--- src/rtl/dmem_ctrl.sv ---
// dmem_ctrl: data-memory controller between a core load/store port and a
// single-cycle-latency RAM.
//
// Ports:
//   clk_i, rst_ni               clock, asynchronous active-low reset
//   req_i / gnt_o               core request / request accepted this cycle
//   addr_i, we_i, size_i        byte address, store flag, size (00 B, 01 H, 10 W)
//   sign_ext_i, wdata_i         load sign-extension, right-aligned store data
//   rvalid_o / rready_i         response valid / core accepts the response
//   rdata_o, err_o              aligned+extended load data, error flag
//   ram_en_o, ram_we_o          RAM enable / write enable
//   ram_addr_o, ram_be_o        RAM byte address / byte enables
//   ram_wdata_o, ram_rdata_i    RAM write data / read data (valid one cycle later)
module dmem_ctrl #(
    parameter int ADDR_WIDTH = 16,
    parameter int DATA_WIDTH = 32
) (
    input  logic                  clk_i,
    input  logic                  rst_ni,
    input  logic                  req_i,
    output logic                  gnt_o,
    input  logic [31:0]           addr_i,
    input  logic                  we_i,
    input  logic [1:0]            size_i,
    input  logic                  sign_ext_i,
    input  logic [DATA_WIDTH-1:0] wdata_i,
    output logic                  rvalid_o,
    input  logic                  rready_i,
    output logic [DATA_WIDTH-1:0] rdata_o,
    output logic                  err_o,
    output logic                  ram_en_o,
    output logic [ADDR_WIDTH-1:0] ram_addr_o,
    output logic                  ram_we_o,
    output logic [3:0]            ram_be_o,
    output logic [DATA_WIDTH-1:0] ram_wdata_o,
    input  logic [DATA_WIDTH-1:0] ram_rdata_i
);

    typedef enum logic [1:0] {IDLE, RESP, HOLD} state_t;

    // Address bits above the RAM range must be zero.
    localparam logic [31:0] HI_MASK = ~((32'd1 << ADDR_WIDTH) - 32'd1);

    state_t      state_q, state_d;
    logic        gnt;
    logic        req_err;
    logic [1:0]  off_q;
    logic [1:0]  size_q;
    logic        sext_q;
    logic        we_q;
    logic        err_q;
    logic [31:0] hold_data_q;
    logic        hold_err_q;
    logic [31:0] lane;
    logic [31:0] resp_data;

    always_comb begin
        req_err = 1'b0;
        unique case (size_i)
            2'b00:   req_err = 1'b0;
            2'b01:   req_err = addr_i[0];
            2'b10:   req_err = |addr_i[1:0];
            default: req_err = 1'b1;
        endcase
        if (|(addr_i & HI_MASK)) req_err = 1'b1;
    end

    always_comb begin
        gnt = 1'b0;
        unique case (state_q)
            IDLE:    gnt = req_i;
            RESP:    gnt = req_i & rready_i;
            default: gnt = 1'b0;
        endcase
    end

    // Reset is asynchronous, so outputs derived from inputs are gated too.
    assign gnt_o      = gnt & rst_ni;
    assign ram_en_o   = gnt_o & ~req_err;
    assign ram_we_o   = ram_en_o & we_i;
    assign ram_addr_o = addr_i[ADDR_WIDTH-1:0];

    always_comb begin
        ram_be_o    = 4'b1111;
        ram_wdata_o = wdata_i;
        unique case (size_i)
            2'b00: begin
                ram_be_o    = 4'b0001 << addr_i[1:0];
                ram_wdata_o = {4{wdata_i[7:0]}};
            end
            2'b01: begin
                ram_be_o    = 4'b0011 << addr_i[1:0];
                ram_wdata_o = {2{wdata_i[15:0]}};
            end
            default: begin
                ram_be_o    = 4'b1111;
                ram_wdata_o = wdata_i;
            end
        endcase
    end

    // Load formatting from the registered attributes of the granted access.
    always_comb begin
        lane      = ram_rdata_i >> {off_q, 3'b000};
        resp_data = ram_rdata_i;
        unique case (size_q)
            2'b00:   resp_data = sext_q ? {{24{lane[7]}}, lane[7:0]}
                                        : {24'h0, lane[7:0]};
            2'b01:   resp_data = sext_q ? {{16{lane[15]}}, lane[15:0]}
                                        : {16'h0, lane[15:0]};
            default: resp_data = ram_rdata_i;
        endcase
        if (we_q || err_q) resp_data = '0;
    end

    always_comb begin
        state_d  = state_q;
        rvalid_o = 1'b0;
        rdata_o  = '0;
        err_o    = 1'b0;
        unique case (state_q)
            IDLE: begin
                if (gnt) state_d = RESP;
            end
            RESP: begin
                rvalid_o = 1'b1;
                rdata_o  = resp_data;
                err_o    = err_q;
                if (rready_i) state_d = gnt ? RESP : IDLE;
                else          state_d = HOLD;
            end
            HOLD: begin
                rvalid_o = 1'b1;
                rdata_o  = hold_data_q;
                err_o    = hold_err_q;
                if (rready_i) state_d = IDLE;
            end
            default: state_d = IDLE;
        endcase
    end

    always_ff @(posedge clk_i or negedge rst_ni) begin
        if (!rst_ni) begin
            state_q     <= IDLE;
            off_q       <= '0;
            size_q      <= '0;
            sext_q      <= 1'b0;
            we_q        <= 1'b0;
            err_q       <= 1'b0;
            hold_data_q <= '0;
            hold_err_q  <= 1'b0;
        end else begin
            state_q <= state_d;
            if (gnt) begin
                off_q  <= addr_i[1:0];
                size_q <= size_i;
                sext_q <= sign_ext_i;
                we_q   <= we_i;
                err_q  <= req_err;
            end
            // RAM data is only valid during RESP; a stalled response is frozen here.
            if (state_q == RESP && !rready_i) begin
                hold_data_q <= resp_data;
                hold_err_q  <= err_q;
            end
        end
    end

endmodule

--- config.mk ---
export PLATFORM = sky130hd
export DESIGN_NAME = dmem_ctrl
export DESIGN_NICKNAME = d
export VERILOG_FILES = /design/src/rtl/dmem_ctrl.sv
export SDC_FILE = /design/constraint.sdc
export NUM_CORES = 1
export LEC_CHECK = 0
export CORE_MARGIN = 5
export CORE_UTILIZATION = 39
export CTS_CLUSTER_SIZE = 30
export DETAILED_ROUTE_END_ITERATION = 8
export HOLD_SLACK_MARGIN = 0.05
export PLACE_DENSITY = 0.89
export SLEW_MARGIN = 20
export SYNTH_ARGS = -nofsm -noshare
export SYNTH_HDL_FRONTEND = slang
export SYNTH_SLANG_ARGS = --single-unit
--- constraint.sdc ---
create_clock -name clk_i -period 2.5 [get_ports clk_i]
set_clock_uncertainty 0.15 [all_clocks]
set_input_delay 0.375 -clock clk_i [delete_from_list [all_inputs] [get_ports clk_i]]
set_output_delay 0.375 -clock clk_i [all_outputs]
set_load 0.01 [all_outputs]
==> out/qor.yml <==
outcome: "complete, but fails checks"
violations: "negative setup slack"
yosysWarnings: 0
multi_input_area_mm2: 0.00240
first_iter_violations: 404
wire_per_inst_um: 21.9
power_mw: 4.71
dp_hpwl_um: 10500
min_period_over_period_pct: 109
crit_chain: "buf_4 -> mux2i_2 -> buf_4 -> o31ai_4 -> buf_6 -> buf_4 -> o21ai_4 -> o21ai_1 -> buf_2"
worst_setup_path_end_kind: "output pin"
synth_top_family_by_area: "compound AO/OA/AOI/OAI gates"
die_w_um: 104
syn-num-nets: 518
detail_route.wirelength_um: 16500
ff2ff_path_depth: 13
cp_slowest_stage_delay_ns: 0.47
r2r_slack_ns: 0.06
vias_per_cell: 5.97
max_freq_mhz: 366
cts_tree: "yes"
gp_congestion: 0.975
placed_area_mm2: 0.00546
ys_types: 45
tritoncts.num_buffers: 5
r2r_end: "hold_data_q[12]$_DFFE_PN0P_"
nFillCells: 584
ys_seq_elements: 42
p_sw_share_pct: 42.8
grt_pass1_wl_um: 24500
grt_usage_pct: 27.6
avgSynthCellArea_um2: 8.33
synth_most_common_cell: "nand2_1"
port_buffers: 164
clock-root-buffer: "clkbuf_8"
irDropWorstVdd_mv: 0.467
power_density_mw_per_mm2: 764
synth.cell_area_mm2: 0.00342
rsz0062_at_grt: "true"
slowest_stage: "dfrtp_2"
criticalPathCategory: "flop to output pin"
netlist_instances: 411
hold_violations: 0
synth-xor-area-share_pct: 0.256
path_common_cell: "buf_4"
hp-class: "primary input to async pin"
muxShareOfSynthArea_pct: 12.5
setup_viol: 28
clockPowerShare_pct: 10.5
detail-route-antenna-nets: 0
clkLatencyLatePin_ns: 0.29
slew_violations: 0
synth_top_cell_area_share_pct: 30.7
power_frac_seq_pct: 18.3
synth_fa_ha_area_share_pct: 1.10
maxCapViolCount: 0
layout.nets: 747
p_leak_nw: 2.74
die_h_um: 104
synth_edf_count: 0
route.detailed.drc: 0
antenna_found_initial: 1
register_area_mm2: 0.00105
async_reset_ff_share_pct: 100
fin_area_mm2: 0.00617
synthTopCellsByCount: "nand2_1 (54), dfrtp_1 (42), nor2_1 (32)"
clock_path_buffers: 2
worst_slew_margin_rel_pct: 55.0
cp_max_fo: 8
synth_compound_area_share_pct: 27.0
seq_area_frac_synth_pct: 30.7
pre_cts_slack_ns: -0.520
area_delta_synth_final_pct: 80.1
yosysTopAreaCell: "dfrtp_1"
p_comb_share_pct: 71.2
start_util_pct: 39.7
synth-simple-area-share_pct: 18.9
synth_top_flop_cell: "dfrtp_1"
die_area_mm2: 0.0108
hold_buffers: 0
clock_sinks: 42
floorplan.core_area_mm2: 0.00864
internal_power_mw: 2.69
r2r-start: "off_q[1]$_DFFE_PN0N_"
worst_pin_slew_ns: 0.667
netSwitchingPower_mw: 2.02
crit_arrival_ns: 2.21
place_inst: 703
setup_ws_ns: -0.232
crit_required_ns: 1.98
grt_max_degree: 43
grt_pass1_vias: 4784
drtPass1Iterations: 5
cts_htree_levels: 2
io_pins: 193
drive_gt1_share_pct: 37.4
synth_area_leaders: "dfrtp_1 (31%), mux2_2 (7.6%), a221o_1 (6.4%)"
instances_no_fill: 750
period_minus_slack_ns: 2.73
critPathLaunchType: "flop"
path_clk_slew_ns: 0.10
vias: 4478
grt_overflow_total: 0
row_count: 34
==> routing by layer <==
layer	track usage, %	wire (um)	vias up
met5	0	0	-
li1	-	-	1934
met4	18.5	1330	0
met1	29.0	5600	2087
met3	6.47	1390	115
met2	48.6	8130	342
==> final cells by class <==
type	count	share of cell area, %
antenna	1	0.0406
clock buffer	6	1.34
clock inverter	2	0.264
inverter	7	0.426
multi-input combinational	311	39.0
sequential	42	17.1
tap	108	2.19
timing repair buffer	273	39.7
==> per-stage QoR <==
stage,hold WS (ns),setup TNS [ns],util (%)
final,0.0745,-3.89,71.4
after global routing,0.112,-5.70,71.4
after CTS,0.0755,-0.926,69.1
after detailed placement,0.328,-17.43,63.3
after global placement,0.314,-15.33,63.3
after floorplan,-0.0706,0,-
==> critical path, delay by kind of cell (launching register included) <==
kind	cells	cell delay [ns]
compound gates	3	0.48
buf+inv	5	0.76
flops	1	0.47
mux	1	0.19
==> what timing repair did <==
action / in CTS / in global routing
endpoints found under the setup margin: 60 / 35
buffers inserted: 32 / 9
gates resized for setup: 210 / 45
cloned: 3 / 0
pin swaps: 27 / 34
==> flip-flops by register name, summed over array words and instances (netlist names) <==
signal       flops
state_q          2
hold_data_q     32
err_q            1
size_q           2
hold_err_q       1
we_q             1
sext_q           1
off_q            2
==> worst max-delay path by stage <==
stage | depth (start not counted) | slack [ns] | start | end
after floorplan | 7 | 0.21 | state_q[1]$_DFFE_PN0P_ | ram_we_o
after global placement | 7 | -0.45 | ram_rdata_i[31] | rdata_o[15]
after detailed placement | 6 | -0.52 | ram_rdata_i[31] | rdata_o[17]
after CTS | 7 | -0.15 | off_q[1]$_DFFE_PN0N_ | rdata_o[13]
after global routing | 9 | -0.32 | off_q[1]$_DFFE_PN0N_ | rdata_o[24]
final | 9 | -0.23 | off_q[1]$_DFFE_PN0N_ | rdata_o[24]
==> power groups by stage <==
| stage | Sequential [mW] | Combinational [mW] | Clock [mW] |
|---|---|---|---|
| after floorplan | 0.824 | 1.22 | 0 |
| after global placement | 0.862 | 2.11 | 0 |
| after detailed placement | 0.869 | 2.17 | 0 |
| after CTS | 0.854 | 2.90 | 0.488 |
| after global routing | 0.871 | 3.51 | 0.533 |
| final | 0.864 | 3.35 | 0.494 |
==> cells in the final DEF, fill, tap and decap left out, types with 4 or more instances in the layout <==
master             n
a211oi_2           6
nor2b_1            4
buf_2             32
a211oi_1           8
o21ai_0           18
mux2_2            22
mux2i_1            9
o311a_1            7
nand2_1           54
o21ai_1           22
nand2b_4           6
nand2b_1          11
mux2i_4            5
buf_4             86
buf_6             19
clkbuf_8           6
clkdlybuf4s50_1  115
dlygate4sd2_1     11
a221o_1           22
o311ai_0           6
dfrtp_1           39
nor2_2             4
and2_4             6
inv_1              4
a21oi_1           20
o21ai_2            6
nor2_1            27
==> logic make-up (layout without fill, tap and decap cells) <==
kind of cell | Yosys count | count (layout)
xor+xnor | 1 | 1
simple gates | 135 | 135
buf+inv | 59 | 288
flops | 42 | 42
mux | 40 | 40
other cells | 0 | 1
compound gates | 131 | 132
fa+ha+maj | 3 | 3
No activity file was read; power rests on OpenSTA's default activity.
==> RTL change: new RTL, same flow settings <==
Re-encode `state_t` (3 states) as one-hot, 3 bits wide.
--- a/src/rtl/dmem_ctrl.sv
+++ b/src/rtl/dmem_ctrl.sv
@@ -36,7 +36,7 @@
     input  logic [DATA_WIDTH-1:0] ram_rdata_i
 );
 
-    typedef enum logic [1:0] {IDLE, RESP, HOLD} state_t;
+    typedef enum logic [2:0] {IDLE = 3'b001, RESP = 3'b010, HOLD = 3'b100} state_t;
 
     // Address bits above the RAM range must be zero.
     localparam logic [31:0] HI_MASK = ~((32'd1 << ADDR_WIDTH) - 32'd1);
Behaviour: same outputs for any inputs over 10 cycles, from zero or initial values and one cycle with rst_ni low; not proved beyond that.
==> RTL change against the original RTL <==
  * The run still ends with setup timing left
  * Sequential cell count up 1
  * Design area fell by 7.5%
  * Worst hold slack gained 0.27 ns
  * Critical path depth is 2 lower
  * Final cell count down 5.2%
  * Non-clock buffer count down 19
  * Area after synthesis grew 0.77%
  * Total power fell by 32%
  * Setup slack improved by 0.0087 ns
  * Routed wire length is 19% lower
  * Via count is 9.1% lower
==> RTL change: results (changes against the original RTL) <==
----------------------------------------------------
[Finish]
  Number of diodes added for antenna fixing ... 0 (-1)
  Filler Cell Count ... 669 (+15%)
  Nets ... 706 (-5.5%)

[Run status]
  Violations in the final reports ... setup timing
  Status ... finished, violations left

[Timing]
  Number of endpoints failing setup at the final stage ... 31 (+11%)
  Setup slack after layout ... -0.224 ns (+0.00868 ns)
  Transition time at the pin with the least slew margin ... 0.572 ns (-0.0947 ns)

[Setup path]
  Critical R2R Launch ... state_q[2]
  Largest incremental delay on the critical path ... 0.39 ns (-0.08 ns)
  Slowest CP cell ... dfrtp_1

[Global route]
  Overall global routing resource usage ... 23.3% (-4.4 points)
  Pin count of the biggest net entering global routing ... 53 (+23%)
  Antenna violations before repair ... 0 (-1)
  Global-route wire length before repair ... 21,100 um (-14%)

[Power]
  Worst IR Drop VDD ... 367 uV (-22%)
  Leak pwr ... 0.00253 uW (-7.6%)

[Logic synthesis]
  Synthesized instance count ... 399 (-2.9%)
  Cell types with the largest area share after synthesis ... dfrtp_1 30%, mux2_2 9.8%, nand2_1 7.2%
  Leading post-synthesis cells by instance count ... 66 x nand2_1, 42 x dfrtp_1, 30 x mux2_2, 25 x nor2_1
  Part of the Yosys area used for sequential elements ... 31.2% (+0.53 points)

[Worst hold path]
  Type of the most critical hold path ... flop to flop

[Drt]
  Average detailed-routed wire length per instance ... 18.8 um (-14%)
  Count of TritonRoute iterations in the first routing pass ... 7 (+2)

[CTS]
  Insertion delay of the later-clocked pin in the worst-skew pair ... 0.31 ns (+0.02 ns)

----------------------------------------------------
-- RTL change: cells by family (layout without fill, tap and decap cells) --
family / after synthesis / after routing / share of synthesized area (%)
xor gates and xnor gates: 1 / 1 / 0.254
DFF: 43 / 43 / 31.2
buffers and inverters: 63 / 267 / 10.3
muxes: 39 / 39 / 12.8
and+or+nand+nor: 138 / 138 / 19.0
AOI/OAI and AO/OA: 115 / 115 / 26.5
-- RTL change: timing repair --
item,CTS,global route
hold buffers,1,0
gates cloned,2,1
hold endpoints to repair,34,0
resized for setup,170,10
setup buffers,9,4
setup endpoints to repair,58,34
pin swaps,19,10
-- RTL change: power breakdown --
group | internal [uW] | switching [uW] | leakage (uW)
Combinational | 980 | 874 | 0.00192
Sequential | 790 | 90.1 | 0.000571
Clock | 196 | 252 | 0.0000412
Total | 1970 | 1220 | 0.00253
-- RTL change: worst min-delay path, stage by stage, from the launching register on --
cell     delay, ns
dfrtp_1       0.35
nand2_1       0.06
o31ai_1       0.06
-- RTL change: through the flow --
stage	hold WS (ns)	instance area (um2)	worst slack (ns)
after floorplan	-0.0706	3450	0.00895
after global placement	0.309	5470	-0.403
after detailed placement	0.325	5470	-0.480
after CTS	0.342	5660	-0.220
after global routing	0.372	5710	-0.266
final	0.347	5710	-0.224
-- RTL change: final cells by class --
cell class,instances,area (um2),area share (%)
Clock buffer,6,72.6,1.27
Clock inverter,2,12.5,0.219
Inverter,5,18.8,0.329
Multi-Input combinational cell,293,2150,37.7
Sequential cell,43,1080,18.9
Tap cell,108,135,2.37
Timing Repair Buffer,254,2240,39.2
-- RTL change: final timing paths --
path / cells after the start / to / slack [ns]
worst max-delay path: 7 / rdata_o[18] / -0.22
worst min-delay path: 2 / hold_data_q[0] / 0.35
worst max register to register: 7 / hold_data_q[13] / 0.23
worst min register to register: 2 / hold_data_q[0] / 0.35
max in group asynchronous: 3 / off_q[1] / 1.20
min in group asynchronous: 3 / hold_data_q[1] / 0.57
-- RTL change: per-layer routing --
layer / GRT usage (%) / up-vias / part of all wire, %
met5: 0 / - / 0
met4: 10.9 / 0 / 4.6
met3: 6.83 / 65 / 8.6
met2: 41.3 / 236 / 52
met1: 25.2 / 1919 / 35
li1: - / 1850 / -
